--- config.mk ---
export PLATFORM = sky130hd
export DESIGN_NAME = ahb_master_arbiter
export DESIGN_NICKNAME = d
export VERILOG_FILES = /design/src/rtl/ahb_pkg.sv /design/src/rtl/ahb_input_stage.sv /design/src/rtl/ahb_master_arbiter.sv
export SDC_FILE = /design/constraint.sdc
export NUM_CORES = 1
export LEC_CHECK = 0
export ABC_AREA = 1
export ABC_CLOCK_PERIOD_IN_PS = 3700
export BUFFER_PORTS_ARGS = -buffer_cell sky130_fd_sc_hd__buf_2
export CAP_MARGIN = 30
export CORE_UTILIZATION = 48
export DETAILED_ROUTE_END_ITERATION = 8
export HOLD_SLACK_MARGIN = 0.03
export PLACE_DENSITY = 0.84
export REMOVE_ABC_BUFFERS = 1
export SETUP_SLACK_MARGIN = 0.02
export SLEW_MARGIN = 10
export SYNTH_ARGS = -nofsm -noshare
export SYNTH_HDL_FRONTEND = slang
export SYNTH_SLANG_ARGS = --single-unit
--- constraint.sdc ---
create_clock -name HCLK -period 3.7 [get_ports HCLK]
set_clock_uncertainty 0.1 [all_clocks]
set_input_delay 1.11 -clock HCLK [delete_from_list [all_inputs] [get_ports HCLK]]
set_output_delay 1.11 -clock HCLK [all_outputs]
set_load 0.05 [all_outputs]
--- src/rtl/ahb_pkg.sv ---
// rtl/ahb_pkg.sv - shared AHB-Lite types and master identifiers for the two-master arbiter
package ahb_pkg;

  localparam int AHB_AW = 32;

  typedef enum logic [1:0] {
    IDLE   = 2'b00,
    BUSY   = 2'b01,
    NONSEQ = 2'b10,
    SEQ    = 2'b11
  } htrans_t;

  typedef logic [2:0] hsize_t;

  typedef struct packed {
    logic [AHB_AW-1:0] addr;
    htrans_t           trans;
    logic              write;
    hsize_t            size;
  } ahb_addr_t;

  localparam logic MST_CPU = 1'b0;
  localparam logic MST_DMA = 1'b1;

endpackage

--- src/rtl/ahb_input_stage.sv ---
// rtl/ahb_input_stage.sv - per-master hold register, source select and HREADY generation
module ahb_input_stage
  import ahb_pkg::*;
(
  input  logic      HCLK,
  input  logic      HRESET,
  input  ahb_addr_t live_addr,
  input  logic      bus_ready,
  input  logic      granted,
  input  logic      dp_mine,
  output logic      req,
  output logic      from_held,
  output ahb_addr_t src,
  output logic      hready
);

  ahb_addr_t held;
  logic      held_valid;
  logic      live;

  // A held entry stalls the master; otherwise only its own data phase can stall it.
  assign hready    = held_valid ? 1'b0 : (dp_mine ? bus_ready : 1'b1);
  assign live      = live_addr.trans[1] & hready;
  assign req       = held_valid | live;
  assign from_held = held_valid;
  assign src       = held_valid ? held : live_addr;

  // granted is only ever asserted while the bus is ready, so !granted covers stalls too.
  always_ff @(posedge HCLK) begin
    if (HRESET) begin
      held_valid <= 1'b0;
      held       <= '0;
    end else if (live && !granted) begin
      held_valid <= 1'b1;
      held       <= live_addr;
    end else if (held_valid && granted) begin
      held_valid <= 1'b0;
    end
  end

endmodule

--- src/rtl/ahb_master_arbiter.sv ---
// rtl/ahb_master_arbiter.sv - shares one AHB-Lite master port between CPU (M0) and DMA (M1)
module ahb_master_arbiter
  import ahb_pkg::*;
#(
  parameter int AW = AHB_AW,
  parameter int DW = 32,
  parameter bit RR = 1'b1
) (
  input  logic          HCLK,
  input  logic          HRESET,
  input  logic [AW-1:0] M0_HADDR,
  input  logic [1:0]    M0_HTRANS,
  input  logic          M0_HWRITE,
  input  logic [2:0]    M0_HSIZE,
  input  logic [DW-1:0] M0_HWDATA,
  output logic [DW-1:0] M0_HRDATA,
  output logic          M0_HREADY,
  input  logic [AW-1:0] M1_HADDR,
  input  logic [1:0]    M1_HTRANS,
  input  logic          M1_HWRITE,
  input  logic [2:0]    M1_HSIZE,
  input  logic [DW-1:0] M1_HWDATA,
  output logic [DW-1:0] M1_HRDATA,
  output logic          M1_HREADY,
  output logic [AW-1:0] HADDR,
  output logic [1:0]    HTRANS,
  output logic          HWRITE,
  output logic [2:0]    HSIZE,
  output logic [DW-1:0] HWDATA,
  input  logic [DW-1:0] HRDATA,
  input  logic          HREADY
);

  ahb_addr_t live0, live1, src0, src1, addr_q, dn;
  logic      req0, req1, held0, held1;
  logic      gnt_valid, gnt_id, gnt0, gnt1, contested;
  logic      last_grant, dp_valid, dp_owner;

  assign live0 = '{addr: M0_HADDR, trans: htrans_t'(M0_HTRANS), write: M0_HWRITE, size: M0_HSIZE};
  assign live1 = '{addr: M1_HADDR, trans: htrans_t'(M1_HTRANS), write: M1_HWRITE, size: M1_HSIZE};

  ahb_input_stage u_stage0 (
    .HCLK      (HCLK),
    .HRESET    (HRESET),
    .live_addr (live0),
    .bus_ready (HREADY),
    .granted   (gnt0),
    .dp_mine   (dp_valid && dp_owner == MST_CPU),
    .req       (req0),
    .from_held (held0),
    .src       (src0),
    .hready    (M0_HREADY)
  );

  ahb_input_stage u_stage1 (
    .HCLK      (HCLK),
    .HRESET    (HRESET),
    .live_addr (live1),
    .bus_ready (HREADY),
    .granted   (gnt1),
    .dp_mine   (dp_valid && dp_owner == MST_DMA),
    .req       (req1),
    .from_held (held1),
    .src       (src1),
    .hready    (M1_HREADY)
  );

  always_comb begin
    contested = req0 & req1;
    gnt_valid = 1'b0;
    gnt_id    = MST_CPU;
    if (HREADY && (req0 || req1)) begin
      gnt_valid = 1'b1;
      if (contested) begin
        gnt_id = (RR && last_grant == MST_CPU) ? MST_DMA : MST_CPU;
      end else begin
        gnt_id = req1 ? MST_DMA : MST_CPU;
      end
    end
  end

  assign gnt0 = gnt_valid & (gnt_id == MST_CPU);
  assign gnt1 = gnt_valid & (gnt_id == MST_DMA);

  // A replayed entry or an ownership change breaks the burst, so the slave sees a fresh start.
  always_comb begin
    dn       = addr_q;
    dn.trans = IDLE;
    if (gnt_valid) begin
      dn = gnt_id ? src1 : src0;
      if ((gnt_id ? held1 : held0) || gnt_id != dp_owner) begin
        dn.trans = NONSEQ;
      end
    end
  end

  always_ff @(posedge HCLK) begin
    if (HRESET) begin
      last_grant <= MST_DMA;
      dp_valid   <= 1'b0;
      dp_owner   <= MST_CPU;
      addr_q     <= '0;
    end else if (HREADY) begin
      dp_valid <= gnt_valid;
      if (gnt_valid) begin
        dp_owner <= gnt_id;
        addr_q   <= dn;
      end
      if (gnt_valid && contested) begin
        last_grant <= gnt_id;
      end
    end
  end

  assign HADDR     = dn.addr;
  assign HTRANS    = dn.trans;
  assign HWRITE    = dn.write;
  assign HSIZE     = dn.size;
  assign HWDATA    = dp_owner ? M1_HWDATA : M0_HWDATA;
  assign M0_HRDATA = HRDATA;
  assign M1_HRDATA = HRDATA;

endmodule

==> flow_summary.ini <==
[route]
remaining_drc_errors = 0
wl_mm = 24.0
via_count = 7474
via_per_inst = 5.32
drt_iter0_markers = 545
routedWlPerCell_um = 17.1
first_pass_iters = 5
drtAntennaViolNets = 0

[final_layout]
final_common_cell = nand2_1
fin_cells = 1404
final_cell_mix = 293 x nand2_1, 175 x buf_2, 126 x nor2_1
nNetsFinal = 1380
final_area_um2 = 8900
fillers = 1165
fin_util = 0.644
drive_above_1_share = 0.333
area_delta_synth_final_pct = 31.2

[clock_tree]
cts_buffers = 17
cts_tree = built
worstSkewPairLatency_ps = 420
h-tree-depth = 4
clock_sinks = 115
cts_root_buf = clkbuf_16
clk_path_buf_depth = 2
path_clk_slew_ps = 50

[pwr]
leakagePower_nw = 4.56
clockPowerShare = 0.357
share_seq_of_total_power = 0.309
power_frac_comb = 0.334
power.density_nw_per_um2 = 526
p_int_mw = 3.04
switching_share = 0.351
total_power_mw = 4.68
peakVddDrop_v = 0.000415
p_sw_mw = 1.64

[global_routing]
track_usage = 0.308
grt_pass1_wl_mm = 33.8
antenna_found_initial = 6
grt_max_degree = 76
grt_overflow = 0
first_global_vias = 6454

[hold_path]
hold_end = addr_q[23]$_SDFFE_PP0P_
holdPathStages = 2
hp-class = reg2reg
hp-start = addr_q[23]$_SDFFE_PP0P_

[sta]
clock.fmax_mhz = 267
final.period_utilization = 1.01
rsz0062_at_grt = yes
maxSlewViolCount = 0
fin_ws_ps = -42.3
max-slew-margin-rel = 0.638
setup_violations = 1
tightest_slew_ps = 542
finalHoldViolations = 0
period_needed_ps = 3740

[placed_design]
gp_congestion = 0.862
dp.cells = 1353
dp_hpwl_mm = 16.0
portBuffers = 214
placed_area_um2 = 7670

[synth]
seq_area_frac_synth = 0.339
syn_avg_cell_area_um2 = 6.43
ys_seq_elements = 115
synthDistinctLibCells = 23
syn_area_um2 = 6790
yosysWarnings = 0
synth_cells = 1055

[job]
cap_violations = 0

[floorplan]
std_cell_rows = 43
ios = 311
design.die.area_um2 = 14600
die_y_um = 121
core_area_um2 = 13800
die_width_um = 121
start_util = 0.491

[critical_path]
cp-end-kind = output port
timing.rr.end = u_stage1.held[34]$_SDFFE_PP0P_
r2r_slack_ps = 1350
crit_fanout = 6
crit_arrival_ps = 2530
crit_type = in2out
reg2reg_from = dp_owner$_SDFFE_PP0P_
r2r_cells = 13
startpoint_type = input port
worstPathRequired_ps = 2490

[outcome]
status = finished, violations left
violations = setup timing
-- sequential cells by signal (all words and copies together), names as in the netlist --
register,flops
u_stage0.from_held,1
dp_owner,1
addr_q,36
last_grant,1
u_stage0.held,37
u_stage1.from_held,1
u_stage1.held,37
dp_valid,1
-- metrics by stage --
stage / setup TNS, ps / setup slack (ps) / hold slack [ps]
6_report: -42.3 / -42.3 / 364
5_1_grt: -994 / -91.8 / 384
4_1_cts: 0 / 17.3 / 371
3_5_place_dp: -611 / -38.5 / 362
3_3_place_gp: -70.7 / -14.4 / 357
2_1_floorplan: -71990 / -1610 / 346
-- power groups by stage --
stage | clock (mW) | sequential (mW) | combinational [mW]
after floorplan | 0 | 1.47 | 0.916
after global placement | 0 | 1.45 | 1.35
after detailed placement | 0 | 1.46 | 1.37
after CTS | 1.68 | 1.44 | 1.42
after global routing | 1.74 | 1.46 | 1.68
final | 1.67 | 1.45 | 1.56
-- per-layer routing --
metal,share of wire,up-vias,global-route usage,wire (um)
met5,0,-,0.0404,0
met4,0.038,0,0.158,911
met3,0.12,61,0.139,2970
met2,0.46,447,0.488,11000
met1,0.38,3394,0.343,9180
li1,-,3572,-,-
-- final cells by class --
cell class                 count  area [um^2]  share of cell area
antenna                        6         15.0             0.00169
clock buffer                  21          470              0.0528
clock inverter                11          133              0.0149
inverter                      60          245              0.0275
multi-input combinational    741         3600               0.404
sequential                   115         2300               0.259
tap                          180          225              0.0253
timing repair buffer         270         1910               0.215
-- kinds of logic after synthesis --
| group | share of synthesized area |
|---|---|
| flops | 0.339 |
| buf+inv | 0.157 |
| compound gates | 0.109 |
| mux | 0.0612 |
| simple gates | 0.333 |
-- cells in the mapped netlist --
library cell,number,area [um^2]
nand3_2,3,30.0
dfxtp_1,115,2300
nand2_2,3,18.8
o21a_1,1,7.51
a21oi_1,65,325
buf_6,4,45.0
buf_1,8,30.0
mux2i_1,1,10.0
o21ai_1,3,15.0
a21oi_2,2,17.5
nand2_4,1,11.3
buf_2,19,95.1
nand3_1,85,425
or2_2,11,68.8
nand2_1,328,1230
buf_4,70,526
inv_4,1,6.26
inv_1,56,210
nor2_1,127,477
inv_2,3,11.3
mux2_2,36,405
o21ai_0,75,375
clkbuf_1,38,143
-- critical path: stages --
cell,delay [ps]
buf_6,100
inv_4,60
nand3_2,80
nand2_2,110
nand2_4,80
inv_4,80
a21oi_4,70
buf_12,140
clkbuf_16,150
or2_2,280
nand2_2,90
inv_2,40
buf_6,140
-- worst max-delay path by stage --
stage                                          from   endpoint  cells after the start
finish                                       HREADY   HADDR[2]                     13
global route                                 HREADY   HADDR[2]                     13
CTS                                          HREADY  HADDR[26]                     13
detailed placement                           HREADY  HADDR[25]                     10
global placement                       M0_HTRANS[1]   HADDR[8]                     12
floorplan           u_stage0.from_held$_SDFFE_PP0P_  HADDR[10]                      7
-- timing repair --
item	CTS	global route
gates resized for setup	40	100
endpoints found under the setup margin	37	37
pin swaps	1	8
hold buffers	0	0
cloned	0	3
setup buffers	1	9
Note: power is estimated with default switching activity, not from simulation.
